`src/rtl/example_pkg.sv`:
```
// Shared types and constants for the example stream blocks.
package example_pkg;

    localparam int EXAMPLE_DATA_W     = 5;
    localparam int EXAMPLE_FIFO_DEPTH = 4;

    typedef logic [EXAMPLE_DATA_W-1:0] example_type_t;

    // One stream beat: valid qualifies data.
    typedef struct packed {
        logic          valid;
        example_type_t data;
    } example_struct_s;

endpackage : example_pkg

```
`src/rtl/example_fifo_mem.sv`:
```
// Register-array storage for example_fifo: one write port, one async read port.
// Contents are deliberately not reset; only the FIFO pointers define validity.
module example_fifo_mem
    import example_pkg::*;
#(
    parameter int DEPTH = EXAMPLE_FIFO_DEPTH,
    parameter int AW    = $clog2(DEPTH)
) (
    input  logic          clk,
    input  logic          we,
    input  logic [AW-1:0] waddr,
    input  example_type_t wdata,
    input  logic [AW-1:0] raddr,
    output example_type_t rdata
);

    example_type_t mem_q [DEPTH];

    // Write the addressed entry on an accepted push.
    always_ff @(posedge clk) begin
        if (we) begin
            mem_q[waddr] <= wdata;
        end
    end

    assign rdata = mem_q[raddr];

endmodule : example_fifo_mem

```
`src/rtl/example_fifo.sv`:
```
// First-word-fall-through FIFO for example_struct_s beats with valid/ready handshake.
// Pointers carry one extra wrap bit so full and empty are distinguishable without
// a separate occupancy register; count falls out of modular pointer subtraction.
module example_fifo
    import example_pkg::*;
#(
    parameter int DEPTH = EXAMPLE_FIFO_DEPTH
) (
    input  logic                     clk,
    input  logic                     rst,
    input  example_struct_s          i_in,
    output logic                     o_in_ready,
    output example_struct_s          o_out,
    input  logic                     i_out_ready,
    output logic [$clog2(DEPTH):0]   o_count,
    output logic                     o_full,
    output logic                     o_empty
);

    localparam int AW = $clog2(DEPTH);
    localparam int PW = AW + 1;

    logic [PW-1:0] wr_ptr_q, wr_ptr_d;
    logic [PW-1:0] rd_ptr_q, rd_ptr_d;
    logic          full;
    logic          empty;
    logic          push;
    logic          pop;
    example_type_t rdata;

    // Flags depend only on registered pointers, so ready never sees i_out_ready.
    assign empty = (wr_ptr_q == rd_ptr_q);
    assign full  = (wr_ptr_q[AW-1:0] == rd_ptr_q[AW-1:0]) &&
                   (wr_ptr_q[AW] != rd_ptr_q[AW]);

    assign push = i_in.valid && !full;
    assign pop  = !empty && i_out_ready;

    // Advance pointers on accepted handshakes; wrap is plain overflow.
    always_comb begin
        wr_ptr_d = wr_ptr_q;
        rd_ptr_d = rd_ptr_q;
        if (push) begin
            wr_ptr_d = wr_ptr_q + PW'(1);
        end
        if (pop) begin
            rd_ptr_d = rd_ptr_q + PW'(1);
        end
    end

    // Pointer registers; reset empties the FIFO immediately.
    always_ff @(posedge clk or posedge rst) begin
        if (rst) begin
            wr_ptr_q <= '0;
            rd_ptr_q <= '0;
        end else begin
            wr_ptr_q <= wr_ptr_d;
            rd_ptr_q <= rd_ptr_d;
        end
    end

    example_fifo_mem #(
        .DEPTH (DEPTH),
        .AW    (AW)
    ) u_mem (
        .clk   (clk),
        .we    (push),
        .waddr (wr_ptr_q[AW-1:0]),
        .wdata (i_in.data),
        .raddr (rd_ptr_q[AW-1:0]),
        .rdata (rdata)
    );

    // Head beat is forced to zero when empty so stale storage never leaks out.
    always_comb begin
        o_out       = '0;
        o_out.valid = !empty;
        if (!empty) begin
            o_out.data = rdata;
        end
    end

    assign o_count    = wr_ptr_q - rd_ptr_q;
    assign o_full     = full;
    assign o_empty    = empty;
    assign o_in_ready = !full;

endmodule : example_fifo
```
`config.mk`:
```
export PLATFORM = sky130hd
export DESIGN_NAME = example_fifo
export DESIGN_NICKNAME = d
export VERILOG_FILES = /design/src/rtl/example_pkg.sv /design/src/rtl/example_fifo_mem.sv /design/src/rtl/example_fifo.sv
export SDC_FILE = /design/constraint.sdc
export NUM_CORES = 1
export LEC_CHECK = 0
export ABC_AREA = 1
export BUFFER_PORTS_ARGS = -buffer_cell sky130_fd_sc_hd__buf_2
export CORE_UTILIZATION = 49
export DETAILED_ROUTE_END_ITERATION = 10
export PLACE_DENSITY = 0.76
export SLEW_MARGIN = 20
export SYNTH_ARGS = -nofsm -noshare
export SYNTH_HDL_FRONTEND = slang
export SYNTH_SLANG_ARGS = --single-unit
```
`constraint.sdc`:
```
create_clock -name clk -period 2.49 [get_ports clk]
set_input_delay 0.3735 -clock clk [delete_from_list [all_inputs] [get_ports clk]]
set_output_delay 0.3735 -clock clk [all_outputs]
set_load 0.03 [all_outputs]
```
==> run summary, run 1 <==
Synth top cells by count - nand2_1, inv_1, edfxtp_1
WL/cell - 12.5 um
GRT Resource Usage Total - 0.201
Core Region - 2520 um2
top post-synthesis cells by area - edfxtp_1, nand2_1, dfrtp_1, inv_1, ha_1
WS Path Type - flip-flop to primary output
drt drc - 0
most frequent cell after synthesis - nand2_1
max incr delay on CP - 400 ps
Iteration-0 DRC Markers - 23
Nets - 184
# Post-CTS Setup Buffers - 0
I/O pin total - 21
clock latency on the worst-skew pair - 320 ps
syn_area_per_cell - 9.65 um2
Critical Path RT - 2120 ps
number of synthesized flops with an enable pin - 20
Die H - 54.1 um
Syn-to-layout area delta - 15.1%
min Tclk post-route - 2280 ps
post-route ant nets - 0
worst hold margin - 261 ps
Clock Skew - 10.5 ps
first-pass GRT wire length - 4.02 mm
Vias/cell - 4.97
final worst path period share - 0.916
count of final setup violators - 0
gpl congestion - 0.815
row cnt - 18
Synth area leader - edfxtp_1
die area - 2930 um2
RSZ-0062 raised after global routing - false
Num Clock Sinks - 26
layout cell share with drive strength beyond 1 - 0.223
post-synthesis net count - 155
status - completed
post-synthesis register bit count - 26
die width - 54.1 um
vias in the first global route - 868
Fin. Hold Viols - 0
CTS H-Tree Depth - 1
Post-synth top flop - edfxtp_1
Max-slew headroom - 0.783
root buffer cell - clkbuf_4
initial antenna violation count - 0
share of the synthesized area in the top cell type - 0.451
Async SR Flop Fraction - 0.231
CP most frequent cell - inv_1
DR vias - 974
WL final - 2.46 mm
CP startpoint kind - flip-flop
type of the most critical hold path - input port to flip-flop
largest net degree at the start of global routing - 15
Slowest-stage cell, CP - dfrtp_1
1st-pass router iterations - 4
ANT cells - 0
Worst Max-Slew Pin Slew - 325 ps
fill cell count - 216
Placed Cells - 191
maxcap violations - 0
Port-buffer cells - 20
Initial Util - 0.528
Reg2Reg Setup Slack - 600 ps
Finished Layout Cells - 196
Critical Path Sink Type - primary output
Slew Limit Fails - 0
clock transition at the registers of the reported paths - 140 ps
synth unique cells - 15
CP Cell Sequence - inv_1 -> ha_1 -> nand2_1 -> inv_1 -> nand3_4 -> inv_2 -> a21oi_1 -> buf_2
Synth Instances - 138
Seq/Total Area, Yosys - 0.564
Cell Area, Synth - 1330 um2
YS warnings - 0
CTS tree - done
TNS Setup - 0 ps
total gr overflow - 0
Num CTS Buffers - 3
Crit path arrival time - 1910 ps
clk buf depth - 2
CP Max Fanout - 6
max frequency - 438 MHz
Post-DP HPWL - 1.83 mm
-- stage by stage --
step	utilization	setup slack, ps	cell area [um2]
floorplan	-	275	1330
global placement	0.593	639	1500
finish	0.608	209	1530
global route	0.608	83.9	1530
CTS	0.608	216	1530
detailed placement	0.593	591	1500
-- timing repair --
item,CTS,global route
hold buffers,1,0
resized for setup,0,0
hold endpoints to repair,6,0
-- registers in the layout (all words and copies together), names as in the netlist --
signal	cells
rd_ptr_q	3
u_mem.mem_q	20
wr_ptr_q	3
-- critical path, delay by kind of cell (launching register included) --
| family | cells | cell delay [ps] |
|---|---|---|
| and+or+nand+nor | 2 | 180 |
| DFF | 1 | 400 |
| AOI/OAI and AO/OA | 1 | 140 |
| buffers and inverters | 4 | 600 |
| adders and majority gates | 1 | 270 |
-- cells by family (layout without fill, tap and decap cells) --
logic type               after synthesis  count (layout)  synth area share
XOR/XNOR                               2               2            0.0132
AND/OR/NAND/NOR                       68              68             0.240
flip-flops                            26              26             0.564
adder cells (fa/ha/maj)                8               8            0.0808
AO/OA/AOI/OAI                          5               5            0.0188
buffers and inverters                 29              57            0.0836
-- final cells by class --
class	instances	area, um2	share of cell area
clock buffer	4	26.3	0.0171
timing repair buffer	26	148	0.0963
inverter	27	101	0.0661
sequential	26	751	0.490
tap	30	37.5	0.0245
multi-input combinational	83	469	0.306
-- layout by cell type (no fill, tap or decap) --
cell / n
dfrtp_1: 6
clkbuf_1: 1
nand3_1: 11
nand2_4: 2
nand2_2: 3
buf_4: 5
fa_1: 1
clkbuf_4: 3
nand2_1: 47
nand3_4: 2
inv_2: 2
ha_1: 7
buf_2: 20
inv_1: 25
a21oi_1: 5
dlygate4sd3_1: 1
xor2_1: 2
edfxtp_1: 20
nor2_1: 3
-- layer usage --
layer	vias to the layer above	wire length, um	global-route usage
met5	-	0	0
met4	0	53	0.107
met3	6	107	0.0424
met2	25	1180	0.311
met1	457	1110	0.264
li1	486	-	-
-- worst paths after layout --
check | startpoint | end | cells after the start
setup / recovery | rd_ptr_q[1] | o_out[0] | 8
hold / removal | i_in[3] | u_mem.mem_q[3][3] | 1
setup reg to reg | rd_ptr_q[1] | u_mem.mem_q[2][0] | 8
hold reg to reg | wr_ptr_q[0] | wr_ptr_q[0] | 2
max in group asynchronous | rst | rd_ptr_q[0] | 3
min in group asynchronous | rst | wr_ptr_q[2] | 3
Power of run 1 is not shown: default switching activity piles up to over one toggle a cycle in this logic, so the estimate is an artifact.
==> run 2, diff against run 1 <==
--- a/config.mk
+++ b/config.mk
@@ -13,4 +13,5 @@
 export SLEW_MARGIN = 20
 export SYNTH_ARGS = -nofsm -noshare
 export SYNTH_HDL_FRONTEND = slang
+export SYNTH_HIERARCHICAL = 1
 export SYNTH_SLANG_ARGS = --single-unit
==> run 2 against run 1 <==
  * Core utilization rose by 1.0 points
  * Critical path depth fell by 1
  * Global-route usage fell by 0.13 points
  * Die area rose by 0.63%
  * Cell count rose by 6.1%
  * Via count rose by 1.5%
  * Register-to-register slack got worse by 150 ps
  * Final area rose by 1.7%
==> run summary, run 2 <==
Num Clock Sinks - 26
Regs by FF count - u_mem/mem_q x20, rd_ptr_q x3, wr_ptr_q x3
Synth Instances - 150
Nets - 193
clock transition at the registers of the reported paths - 140 ps
I/O pin total - 21
CP Max Fanout - 15
first-pass GRT wire length - 4.04 mm
synth unique cells - 15
min Tclk post-route - 2310 ps
# resized after CTS - 0
1st-pass router iterations - 4
TNS Setup - 0 ps
Vias/cell - 4.75
ANT cells - 0
# Post-CTS Setup Buffers - 0
maxcap violations - 0
Slew Limit Fails - 0
Die H - 54.3 um
post-synthesis net count - 164
CTS H-Tree Depth - 1
most frequent cell after synthesis - nand2_1
Synth area leader - edfxtp_1
Num CTS Buffers - 3
CP startpoint kind - flip-flop
drt drc - 0
Seq/Total Area, Yosys - 0.560
Syn-to-layout area delta - 16.3%
Cell Area, Synth - 1340 um2
Register Area - 751 um2
Core Region - 2520 um2
status - completed
Iteration-0 DRC Markers - 28
Initial Util - 0.531
DR vias - 989
Critical Path Sink Type - primary output
Multi-input gate area - 417 um2
RSZ-0062 raised after global routing - false
clk buf depth - 2
CP Cell Sequence - ha_1 -> nand2_1 -> inv_1 -> nand3_4 -> inv_2 -> nor2_1 -> buf_2
layout cell share with drive strength beyond 1 - 0.191
CTS tree - done
GRT Resource Usage Total - 0.200
critical path buffer and inverter count - 3
YS warnings - 6
cell family with the largest share of critical-path delay - flip-flops
total gr overflow - 0
commonest non-fill, non-tap cell in the layout - nand2_1
Clock Skew - 7.60 ps
CP startpoint - rd_ptr_q[0]
largest net degree at the start of global routing - 16
Post-DP HPWL - 1.87 mm
type of the most critical hold path - input port to flip-flop
count of final setup violators - 0
Worst Max-Slew Pin Slew - 470 ps
Fin. Hold Viols - 0
number of flip-flops in the largest register - 20
die area - 2950 um2
fill cell count - 220
most frequent cells in the layout - nand2_1, inv_1, buf_2, edfxtp_1, nand3_1
Synth top cells by count - nand2_1, inv_1, edfxtp_1
Async SR Flop Fraction - 0.231
Hold Crit Start - i_in[4]
max incr delay on CP - 660 ps
FF-to-FF Start - rd_ptr_q[0]
vias in the first global route - 888
Crit path arrival time - 1940 ps
top post-synthesis cells by area - edfxtp_1, nand2_1, inv_1, dfrtp_1, nand3_1
syn_area_per_cell - 8.93 um2
root buffer cell - clkbuf_4
Critical Path RT - 2120 ps
final instance area - 1560 um2
share of the synthesized area in the top cell type - 0.448
clock latency on the worst-skew pair - 320 ps
gpl congestion - 0.803
Biggest register - u_mem/mem_q
row cnt - 18
WL/cell - 12.0 um
initial antenna violation count - 0
post-route ant nets - 0
Slowest-stage cell, CP - dfrtp_1
WS Path Type - flip-flop to primary output
Max-slew headroom - 0.687
Port-buffer cells - 20
number of synthesized flops with an enable pin - 20
total placed instance area - 1500 um2
die width - 54.3 um
final worst path period share - 0.928
WL final - 2.50 mm
post-synthesis register bit count - 26
Post-synth top flop - edfxtp_1
max frequency - 433 MHz
[run 2: cell count changes in the layout (fill, tap and decap cells not counted), sizes merged, moves of 2 or more]
cell and delta:
inv +16, nand2 -7, a21oi -5, nand3 +5, nor3 +4, ha -3
nor2 +2
[run 2: through the flow]
step | setup WS, ps | instances | util | hold WS [ps]
detailed placement | 487 | 203 | 0.593 | 306
global placement | 529 | 203 | 0.593 | 298
global route | 23.4 | 208 | 0.618 | 263
CTS | 163 | 208 | 0.618 | 267
floorplan | 382 | 150 | - | 164
finish | 180 | 208 | 0.618 | 275
[run 2: cells by family (layout without fill, tap and decap cells)]
| logic type | after synthesis | count (layout) | share of synthesized area |
|---|---|---|---|
| AND/OR/NAND/NOR | 72 | 72 | 0.239 |
| buffers and inverters | 44 | 72 | 0.129 |
| flip-flops | 26 | 26 | 0.560 |
| adder cells (fa/ha/maj) | 5 | 5 | 0.0523 |
| XOR/XNOR | 3 | 3 | 0.0196 |
[run 2: routing by layer]
layer | wire, um | up-vias | track usage
li1 | - | 510 | -
met1 | 1190 | 456 | 0.297
met2 | 1200 | 21 | 0.299
met3 | 85 | 2 | 0.0167
met4 | 20 | 0 | 0.0897
met5 | 0 | - | 0
[run 2: final cells by class]
cell class	instances	share of cell area
Timing Repair Buffer	25	0.0899
Inverter	43	0.104
Tap cell	30	0.0241
Multi-Input combinational cell	80	0.267
Sequential cell	26	0.482
Clock buffer	3	0.0144
Clock inverter	1	0.0193
[run 2: worst paths after layout]
check	slack (ps)	depth (start not counted)	endpoint
setup reg to reg	450	9	u_mem/mem_q[3][0]
hold reg to reg	600	2	wr_ptr_q[2]
hold / removal	270	1	u_mem/mem_q[0][4]
min in group asynchronous	520	3	rd_ptr_q[1]
max in group asynchronous	1770	3	wr_ptr_q[0]
setup / recovery	180	7	o_out[4]
[run 2: what timing repair did]
action	4_1_cts	5_1_grt
hold buffers	1	0
setup endpoints to repair	0	0
hold endpoints to repair	6	0
[run 2: worst register-to-register path, delay by kind of cell, from the launching register on]
family,cells,cell delay (ps)
fa+ha+maj,1,340
buf+inv,4,370
flops,1,660
simple gates,4,410
Power of run 2 is left out for the same reason.
==> run 3, diff against run 2 <==
--- a/config.mk
+++ b/config.mk
@@ -5,12 +5,10 @@
 export SDC_FILE = /design/constraint.sdc
 export NUM_CORES = 1
 export LEC_CHECK = 0
-export ABC_AREA = 1
 export BUFFER_PORTS_ARGS = -buffer_cell sky130_fd_sc_hd__buf_2
 export CORE_UTILIZATION = 49
 export DETAILED_ROUTE_END_ITERATION = 10
 export PLACE_DENSITY = 0.76
-export SLEW_MARGIN = 20
 export SYNTH_ARGS = -nofsm -noshare
 export SYNTH_HDL_FRONTEND = slang
 export SYNTH_HIERARCHICAL = 1
==> run 3 against run 2 <==
  * Setup slack gained 7.0 ps
  * Global-route usage shrank 2.9 points
  * Critical path depth shrank 1
  * Via count decreased by 33%
  * Critical path type unchanged
  * Final area down 9.9%
  * Core utilization up 0.51 points
  * Sequential share of layout area rose by 5.3 points
==> run summary, run 3 <==
status - completed
1st-pass router iterations - 4
Regs by FF count - u_mem/mem_q x20, rd_ptr_q x3, wr_ptr_q x3
Reg2Reg Setup Slack - 510 ps
syn_area_per_cell - 15.7 um2
I/O pin total - 21
Core Region - 2250 um2
Nets - 118
initial antenna violation count - 0
CTS tree - done
Biggest register - u_mem/mem_q
WS Path Type - flip-flop to primary output
RSZ-0062 raised after global routing - false
largest net degree at the start of global routing - 16
DR vias - 666
root buffer cell - clkbuf_4
min Tclk post-route - 2300 ps
Adder-Cell Fraction of Synth Area - 0.0587
Critical Path RT - 2120 ps
Initial Util - 0.529
die width - 51.4 um
share of the synthesized area in the top cell type - 0.503
YS warnings - 6
CTS H-Tree Depth - 1
CP Cell Sequence - inv_1 -> ha_1 -> nand2_1 -> nor2_2 -> nor2b_1 -> buf_2
top post-synthesis cells by area - edfxtp_1, dfrtp_1, mux4_2, ha_1, inv_1
largest family of logic cells by synthesized area - multiplexers
number of synthesized flops with an enable pin - 20
Worst Max-Slew Pin Slew - 342 ps
CP startpoint kind - flip-flop
mux contribution to synthesized area - 0.125
Placed Cells - 126
most frequent cells in the layout - buf_2, edfxtp_1, inv_1, dfrtp_1
Fin. Hold Viols - 0
Worst Hold Endpoint - u_mem/mem_q[3][0]
final core utilization - 0.623
Synth area leader - edfxtp_1
Iteration-0 DRC Markers - 6
layout cell share with drive strength beyond 1 - 0.369
number of flip-flops in the largest register - 20
xor/xnor cell area share of the yosys netlist - 0.0367
clock transition at the registers of the reported paths - 130 ps
Vias/cell - 5.08
# Post-CTS Setup Buffers - 0
final worst path period share - 0.925
vias in the first global route - 674
Post-DP HPWL - 1.40 mm
WL/cell - 14.3 um
Post-synth top flop - edfxtp_1
row cnt - 17
Hold Path Stages - 1
first-pass GRT wire length - 3.02 mm
Hold Crit Start - i_in[0]
reg-to-reg critical path endpoint - u_mem/mem_q[0][1]
Port-buffer cells - 20
Slowest-stage cell, CP - dfrtp_1
Critical Path Sink Type - primary output
ANT cells - 0
Num Clock Sinks - 26
Synth Area in Compound Gates - 0.0273
GRT Resource Usage Total - 0.171
post-route ant nets - 0
most frequent cell after synthesis - edfxtp_1
type of the most critical hold path - input port to flip-flop
drt drc - 0
TNS Setup - 0 ps
maxcap violations - 0
max incr delay on CP - 460 ps
Synth top cells by count - edfxtp_1, inv_1, dfrtp_1
WL final - 1.88 mm
synth unique cells - 23
CP Max Fanout - 7
simple-gate share of the synthesized area - 0.0828
post-synthesis net count - 90
Max-slew headroom - 0.770
Clock Skew - 3.40 ps
max frequency - 434 MHz
Synth Instances - 76
Finished Layout Cells - 131
Num CTS Buffers - 3
Cell Area, Synth - 1190 um2
Seq/Total Area, Yosys - 0.629
die area - 2640 um2
clock latency on the worst-skew pair - 320 ps
Crit path arrival time - 1930 ps
count of final setup violators - 0
gpl congestion - 0.734
Slew Limit Fails - 0
Syn-to-layout area delta - 17.7%
total gr overflow - 0
clk buf depth - 2
FF-to-FF Start - wr_ptr_q[0]
r2r worst-path depth - 7
Async SR Flop Fraction - 0.231
Die H - 51.4 um
post-synthesis register bit count - 26
run 3: final cells by class:
type	instances	area, um2
clock buffers	3	22.5
clock inverters	1	30.0
fillers	193	850
inverters	10	37.5
multi-input cells	39	397
flip-flops and latches	26	751
well taps	28	35.0
repair buffers	24	133
run 3: how the worst max path moves through the flow:
stage	startpoint	endpoint	slack, ps	cells after the start
final	wr_ptr_q[0]	o_out[2]	190	6
after global placement	wr_ptr_q[0]	o_empty	470	5
after CTS	wr_ptr_q[0]	o_out[2]	140	6
after global routing	wr_ptr_q[0]	o_out[2]	20	6
after floorplan	rd_ptr_q[1]	o_out[5]	200	5
after detailed placement	wr_ptr_q[0]	o_out[2]	370	6
run 3: cell families (layout without fill, tap and decap cells):
logic type      count (synthesis)  count (layout)
xor+xnor                        5               5
simple gates                   17              17
mux                             8               8
compound gates                  4               4
fa+ha+maj                       5               5
buf+inv                        11              38
flops                          26              26
run 3: metal layers:
| metal | vias to the layer above | global-route usage | share of wire |
|---|---|---|---|
| met2 | 17 | 0.285 | 0.52 |
| met3 | 6 | 0.0327 | 0.036 |
| met4 | 0 | 0.117 | 0.029 |
| met1 | 315 | 0.200 | 0.41 |
| li1 | 328 | - | - |
| met5 | - | 0 | 0 |
run 3: critical path: cells and delay by family, from the launching register on:
| family | cells | cell delay, ps |
|---|---|---|
| and+or+nand+nor | 3 | 570 |
| adders and majority gates | 1 | 310 |
| DFF | 1 | 460 |
| buffers and inverters | 2 | 260 |
run 3: what timing repair did:
item / in CTS / in global routing
resized for setup: 1 / 0
endpoints found under the hold margin: 6 / 0
endpoints found under the setup margin: 1 / 0
hold buffers: 1 / 0
run 3: stage by stage:
stage                     instance area, um2  hold WS (ps)  setup WS (ps)
final                                   1410           257            187
after global routing                    1410           236           18.0
after CTS                               1410           245            144
after detailed placement                1340           304            372
after global placement                  1340           299            475
after floorplan                         1190           164            200
Power of run 3 is left out for the same reason.
